File: src/rtl/omem_pkg.sv
// Shared register map constants and the STATUS word layout for the output spike memory.
package omem_pkg;

  // STATUS and CTRL sit directly after the W spike words of each bank
  localparam int STATUS_OFS = 0;
  localparam int CTRL_OFS   = 1;

  localparam int CTRL_ACC   = 0;
  localparam int CTRL_COR   = 1;
  localparam int CTRL_IRQEN = 2;
  localparam int CTRL_W     = 3;

  localparam int ST_FRESH   = 0;
  localparam int ST_OVR     = 1;
  localparam int ST_CNT_LSB = 16;
  localparam int ST_CNT_W   = 16;

  typedef struct packed {
    logic [ST_CNT_W-1:0] count;
    logic [13:0]         rsvd;
    logic                overrun;
    logic                fresh;
  } status_t;

endpackage

File: src/rtl/omem_core_bank.sv
// One core's spike bank: W captured words plus fresh/overrun flags, capture counter and CTRL.
module omem_core_bank
  import omem_pkg::*;
#(
  parameter int NUM_NEURONS = 256
) (
  input  logic                   clk,
  input  logic                   rst,
  input  logic                   cap_i,
  input  logic [NUM_NEURONS-1:0] slice_i,
  input  logic                   acc_i,
  input  logic                   we_i,
  input  logic [3:0]             sel_i,
  input  logic [31:0]            idx_i,
  input  logic [31:0]            dat_i,
  output logic [31:0]            rdata_o,
  output logic                   fresh_o,
  output logic                   irq_en_o
);
  localparam int W = NUM_NEURONS / 32;

  logic [31:0]         words_q [W];
  logic [31:0]         words_d [W];
  logic                fresh_q, fresh_d;
  logic                ovr_q, ovr_d;
  logic [ST_CNT_W-1:0] cnt_q, cnt_d;
  logic [CTRL_W-1:0]   ctrl_q, ctrl_d;
  logic [31:0]         word_tmp;
  status_t             status;
  logic                rd, wr;

  assign rd       = acc_i & ~we_i;
  assign wr       = acc_i & we_i;
  assign fresh_o  = fresh_q;
  assign irq_en_o = ctrl_q[CTRL_IRQEN];

  always_comb begin
    status         = '0;
    status.fresh   = fresh_q;
    status.overrun = ovr_q;
    status.count   = cnt_q;
    rdata_o        = '0;
    for (int k = 0; k < W; k++)
      if (idx_i == 32'(k)) rdata_o = words_q[k];
    if (idx_i == 32'(W + STATUS_OFS)) rdata_o = status;
    if (idx_i == 32'(W + CTRL_OFS))   rdata_o = {{(32-CTRL_W){1'b0}}, ctrl_q};

    // Clear-on-read feeds into capture, so a read+capture leaves just the new slice
    word_tmp = '0;
    for (int k = 0; k < W; k++) begin
      word_tmp = words_q[k];
      if (rd && idx_i == 32'(k) && ctrl_q[CTRL_COR]) word_tmp = '0;
      if (cap_i) begin
        word_tmp = (ctrl_q[CTRL_ACC] ? word_tmp : 32'd0) | slice_i[NUM_NEURONS-1-32*k -: 32];
      end else if (wr && idx_i == 32'(k)) begin
        for (int b = 0; b < 4; b++)
          if (sel_i[b]) word_tmp[8*b +: 8] = dat_i[8*b +: 8];
      end
      words_d[k] = word_tmp;
    end

    fresh_d = fresh_q;
    ovr_d   = ovr_q;
    cnt_d   = cnt_q;
    ctrl_d  = ctrl_q;
    if (wr && idx_i == 32'(W + STATUS_OFS) && sel_i[0]) begin
      if (dat_i[ST_FRESH]) fresh_d = 1'b0;
      if (dat_i[ST_OVR])   ovr_d   = 1'b0;
    end
    if (wr && idx_i == 32'(W + CTRL_OFS) && sel_i[0]) ctrl_d = dat_i[CTRL_W-1:0];
    // Capture overrides a same-cycle W1C; overrun looks at the flag before this cycle
    if (cap_i) begin
      ovr_d   = ovr_d | fresh_q;
      fresh_d = 1'b1;
      if (cnt_q != {ST_CNT_W{1'b1}}) cnt_d = cnt_q + 1'b1;
    end
  end

  always_ff @(posedge clk) begin
    if (rst) begin
      for (int k = 0; k < W; k++) words_q[k] <= '0;
      fresh_q <= 1'b0;
      ovr_q   <= 1'b0;
      cnt_q   <= '0;
      ctrl_q  <= '0;
    end else begin
      for (int k = 0; k < W; k++) words_q[k] <= words_d[k];
      fresh_q <= fresh_d;
      ovr_q   <= ovr_d;
      cnt_q   <= cnt_d;
      ctrl_q  <= ctrl_d;
    end
  end

endmodule

File: src/rtl/omem_multi.sv
// Multi-core output spike memory: Wishbone decode, one-cycle ack, read mux and per-core irq.
module omem_multi
  import omem_pkg::*;
#(
  parameter int          NUM_CORES   = 2,
  parameter int          NUM_NEURONS = 256,
  parameter logic [31:0] BASE_ADDR   = 32'h80040000,
  parameter logic [31:0] CORE_STRIDE = 32'h00010000
) (
  input  logic                             wb_clk_i,
  input  logic                             wb_rst_i,
  input  logic                             wbs_cyc_i,
  input  logic                             wbs_stb_i,
  input  logic                             wbs_we_i,
  input  logic [3:0]                       wbs_sel_i,
  input  logic [31:0]                      wbs_adr_i,
  input  logic [31:0]                      wbs_dat_i,
  output logic                             wbs_ack_o,
  output logic [31:0]                      wbs_dat_o,
  input  logic [NUM_CORES-1:0]             enable_calc_i,
  input  logic [NUM_CORES*NUM_NEURONS-1:0] spike_neuron_i,
  output logic [NUM_CORES-1:0]             irq_o
);
  localparam int W = NUM_NEURONS / 32;

  logic [31:0]          off, core, idx, rd_mux;
  logic                 mapped, access;
  logic [31:0]          bank_rdata [NUM_CORES];
  logic [NUM_CORES-1:0] bank_fresh, bank_irq_en, bank_acc;
  logic                 ack_q, ack_d;
  logic [31:0]          dat_q, dat_d;
  logic [NUM_CORES-1:0] irq_q, irq_d;

  always_comb begin
    off    = wbs_adr_i - BASE_ADDR;
    core   = off / CORE_STRIDE;
    idx    = (off % CORE_STRIDE) >> 2;
    access = wbs_cyc_i & wbs_stb_i & ~ack_q;
    // Below-base addresses wrap to huge offsets, so the explicit compare is still needed
    mapped = (wbs_adr_i >= BASE_ADDR) && (core < 32'(NUM_CORES)) &&
             (idx < 32'(W + CTRL_OFS + 1));
    rd_mux = '0;
    for (int c = 0; c < NUM_CORES; c++)
      if (core == 32'(c)) rd_mux = bank_rdata[c];
    ack_d = access;
    dat_d = dat_q;
    if (access) dat_d = mapped ? rd_mux : 32'd0;
    irq_d = bank_fresh & bank_irq_en;
  end

  for (genvar gi = 0; gi < NUM_CORES; gi++) begin : g_bank
    assign bank_acc[gi] = access & mapped & (core == 32'(gi));

    omem_core_bank #(
      .NUM_NEURONS(NUM_NEURONS)
    ) u_bank (
      .clk      (wb_clk_i),
      .rst      (wb_rst_i),
      .cap_i    (enable_calc_i[gi]),
      .slice_i  (spike_neuron_i[gi*NUM_NEURONS +: NUM_NEURONS]),
      .acc_i    (bank_acc[gi]),
      .we_i     (wbs_we_i),
      .sel_i    (wbs_sel_i),
      .idx_i    (idx),
      .dat_i    (wbs_dat_i),
      .rdata_o  (bank_rdata[gi]),
      .fresh_o  (bank_fresh[gi]),
      .irq_en_o (bank_irq_en[gi])
    );
  end

  always_ff @(posedge wb_clk_i) begin
    if (wb_rst_i) begin
      ack_q <= 1'b0;
      dat_q <= '0;
      irq_q <= '0;
    end else begin
      ack_q <= ack_d;
      dat_q <= dat_d;
      irq_q <= irq_d;
    end
  end

  assign wbs_ack_o = ack_q;
  assign wbs_dat_o = dat_q;
  assign irq_o     = irq_q;

endmodule

File: config.mk
export PLATFORM = sky130hd
export DESIGN_NAME = omem_multi
export DESIGN_NICKNAME = d
export VERILOG_FILES = /design/src/rtl/omem_pkg.sv /design/src/rtl/omem_core_bank.sv /design/src/rtl/omem_multi.sv
export SDC_FILE = /design/constraint.sdc
export NUM_CORES = 2
export LEC_CHECK = 0
export CAP_MARGIN = 5
export CORE_ASPECT_RATIO = 1.25
export CORE_UTILIZATION = 45
export CTS_CLUSTER_DIAMETER = 120
export DETAILED_ROUTE_END_ITERATION = 10
export PLACE_DENSITY = 0.69
export SLEW_MARGIN = 20
export SYNTH_ARGS = -nofsm -noshare
export SYNTH_HDL_FRONTEND = slang
export SYNTH_HIERARCHICAL = 1
export SYNTH_SLANG_ARGS = --single-unit
File: constraint.sdc
create_clock -name wb_clk_i -period 3.4 [get_ports wb_clk_i]
set_input_delay 0.34 -clock wb_clk_i [delete_from_list [all_inputs] [get_ports wb_clk_i]]
set_output_delay 0.34 -clock wb_clk_i [all_outputs]
set_load 0.02 [all_outputs]
==> reports/qor.yml <==
vias: 36494
avgViaCountPerCell: 6.98
drive_gt1_frac: 0.137
r2r_start: "wbs_ack_o"
register_area_sq_mm: 0.0118
reg2reg_depth: 11
nFillCells: 6142
ys_seq_area_frac: 0.370
timing.critical_path.fanout_max: 32
clk_latency_ns: 0.65
finalHoldViolCount: 0
wirelength_microns: 146000
post_layout_nonfiller_instances: 5225
endpoint_kind: "flop"
fmax_mhz: 331
max_stage_delay_ns: 0.85
fin_crit_sh: 0.888
swShare: 0.261
worstSetupPathType: "reg2reg"
rsz0062_at_grt: "false"
final_core_util: 0.625
grt_max_degree: 240
start_util: 0.457
cp_data_arrival_time_ns: 3.57
grt_pass1_wl_microns: 216000
drc: 0
syn_area_sq_mm: 0.0319
p_leak_nw: 15.2
required_ns: 3.95
syn2layout_area_growth_pct: 36.7
path_clk_slew_ns: 0.06
die_area_sq_mm: 0.0719
first_pass_iters: 8
maxCapViolCount: 0
nets: 4826
die_y_microns: 299
clockBufferDepth: 3
power.density_mw_per_mm2: 397
core_sq_mm: 0.0697
syn_area_per_cell_sq_um: 8.78
ctsResizeCount: 0
dp.cells: 5109
netlist_instances: 3628
boundaryPins: 622
hold_path_class: "in2reg"
io_buffers: 619
first_global_vias: 34195
multi_input_area_sq_mm: 0.0186
maxSlewHeadroom: 0.118
irDropWorstVdd_mv: 0.350
startpoint: "wbs_ack_o"
worstHoldStart: "wb_rst_i"
hold_depth: 2
cts_tree: "yes"
hold_buffers: 0
clock_skew_ns: 0.0183
htreeDepth: 2
start_kind: "flop"
postRouteAntennaNets: 0
drt-initial-drc-count: 4982
hpwl_microns: 105000
synth-edff-count: 0
regToRegSetupSlack_ns: 0.38
hold_slack_ns: 0.151
p_clk_frac: 0.419
synth_seq_cells: 589
ys_warn_count: 6
final_cell_area_sq_mm: 0.0436
num_rows: 108
worst_slew_pin_slew_ns: 1.32
slew_violations: 0
p_int_mw: 12.8
crit_slowest_cell: "a21boi_4"
dpl-instance-area_sq_mm: 0.0414
status: "finished, final reports clean"
power_switching_mw: 4.52
async_reset_ff_frac: 0
overflow: 0
total_power_mw: 17.3
avgRoutedWirePerCell_microns: 27.9
post-route-min-period_ns: 3.02
power_frac_comb: 0.135
synth.distinct_cells: 64
cts.sinks: 589
ys_dominant_reg_cell: "dfxtp_1"
cts_buffers: 61
path_cells: "nand3b_1, nor2_1, nand3_1, nor3b_1, buf_4, nand3b_1, inv_1, buf_4, a21boi_4, a211oi_1, nor3_1"
root_buffer: "clkbuf_16"
setup_violations: 0
seqPwrFrac: 0.446
gp_congestion: 0.960
antenna_found_initial: 9
grt_usage: 0.388
cts_setup_buffers: 0
die_x_microns: 240
-- per-stage QoR --
stage	worst slack, ns	setup TNS [ns]
detailed placement	-0.151	-8.63
CTS	0.484	0
global placement	-0.127	-3.08
global route	0.246	0
finish	0.379	0
floorplan	0.409	0
-- cells in the mapped netlist, types with 7 or more instances --
library cell	number	area share
and4_1	18	0.0049
a221oi_1	530	0.15
o21ai_2	30	0.0082
nor4_1	20	0.0039
dfxtp_1	589	0.37
a2111o_1	10	0.0035
a222oi_1	18	0.0057
buf_6	9	0.0032
o211ai_1	16	0.0038
a21oi_1	78	0.012
o221ai_1	8	0.0022
nand2_1	126	0.015
nor2b_1	11	0.0022
mux2i_1	60	0.019
mux4_2	22	0.016
nand4_1	8	0.0016
buf_2	7	0.0011
and3_1	22	0.0043
nand2b_1	10	0.0020
a22oi_1	34	0.0080
a211oi_1	524	0.12
inv_1	13	0.0015
a21boi_1	16	0.0038
buf_1	65	0.0077
nand2_4	8	0.0028
nor3_1	542	0.085
a221o_1	14	0.0044
o21ai_0	59	0.0093
xor2_1	20	0.0055
nor4_2	12	0.0047
o211a_1	8	0.0025
nor3_2	14	0.0044
nand3_1	45	0.0071
or2_2	10	0.0020
o22ai_1	12	0.0024
clkbuf_1	358	0.042
xnor2_1	10	0.0027
and2_1	68	0.013
nor2_1	105	0.012
a22o_1	40	0.011
-- power by group through the flow --
stage / Sequential (mW) / Clock, mW / Combinational [mW]
3_3_place_gp: 7.82 / 0 / 2.25
5_1_grt: 7.75 / 7.56 / 2.48
3_5_place_dp: 7.83 / 0 / 2.27
6_report: 7.71 / 7.26 / 2.34
2_1_floorplan: 7.73 / 0 / 1.15
4_1_cts: 7.69 / 7.29 / 2.29
-- registers in the layout, indices dropped and copies added (netlist names) --
| name | count |
|---|---|
| irq_o | 2 |
| g_bank.u_bank/fresh_o | 2 |
| g_bank.u_bank/ovr_q | 2 |
| g_bank.u_bank/cnt_q | 32 |
| wbs_dat_o | 32 |
| g_bank.u_bank/words_q | 512 |
| g_bank.u_bank/ctrl_q | 6 |
| wbs_ack_o | 1 |
-- worst paths after layout --
check                                                        end
worst max-delay path            g_bank[1].u_bank/words_q[1][113]
worst min register to register                     wbs_dat_o[11]
worst min-delay path                   g_bank[0].u_bank/cnt_q[7]
worst max register to register  g_bank[1].u_bank/words_q[1][113]
-- cell type report --
type	instances	area share
Multi-Input combinational cell	2618	0.427
Sequential cell	589	0.271
Timing Repair Buffer	952	0.225
Clock buffer	89	0.0416
Tap cell	935	0.0269
Clock inverter	23	0.00709
Inverter	15	0.00164
Antenna cell	4	0.000230
-- cells in the final DEF (no fill, tap or decap), types with 13 or more instances in the layout --
cell / synthesis / layout
a221o_1: 14 / 14
nand2_1: 126 / 126
clkbuf_16: 0 / 63
a222oi_1: 18 / 18
and2_1: 68 / 68
clkbuf_8: 0 / 14
and3_1: 22 / 22
clkdlybuf4s50_1: 0 / 613
nor4_1: 20 / 18
inv_1: 13 / 13
mux4_2: 22 / 22
nand3_1: 45 / 45
nor3_1: 542 / 536
and4_1: 18 / 18
a221oi_1: 530 / 530
a22oi_1: 34 / 34
a21oi_1: 78 / 78
o21ai_0: 59 / 59
conb_1: 1 / 36
nor2_1: 105 / 103
a22o_1: 40 / 40
o21ai_2: 30 / 30
o211ai_1: 16 / 16
buf_4: 2 / 248
buf_12: 0 / 87
nor4_2: 12 / 14
mux2i_1: 60 / 60
a211oi_1: 524 / 524
xor2_1: 20 / 20
dfxtp_1: 589 / 589
-- worst max-delay path, delay by kind of cell, from the launching register on --
family,cells,cell delay (ns)
AOI/OAI and AO/OA,2,1.04
and+or+nand+nor,6,0.91
DFF,1,0.54
buffers and inverters,3,0.43
-- layer usage --
layer  routed length [microns]  track usage  vias to the layer above
met3                     16700       0.0762                      398
met1                     55600        0.509                    17523
met4                      7120        0.166                        6
met2                     66500        0.616                     2599
li1                          -            -                    15968
met5                        49            0                        -
-- logic make-up after synthesis --
family | synth area share
other | 0.000118
XOR/XNOR | 0.00825
buffers and inverters | 0.0564
AO/OA/AOI/OAI | 0.351
AND/OR/NAND/NOR | 0.177
flip-flops | 0.370
adder cells (fa/ha/maj) | 0.000785
multiplexers | 0.0365
No activity file was read; power rests on OpenSTA's default activity.
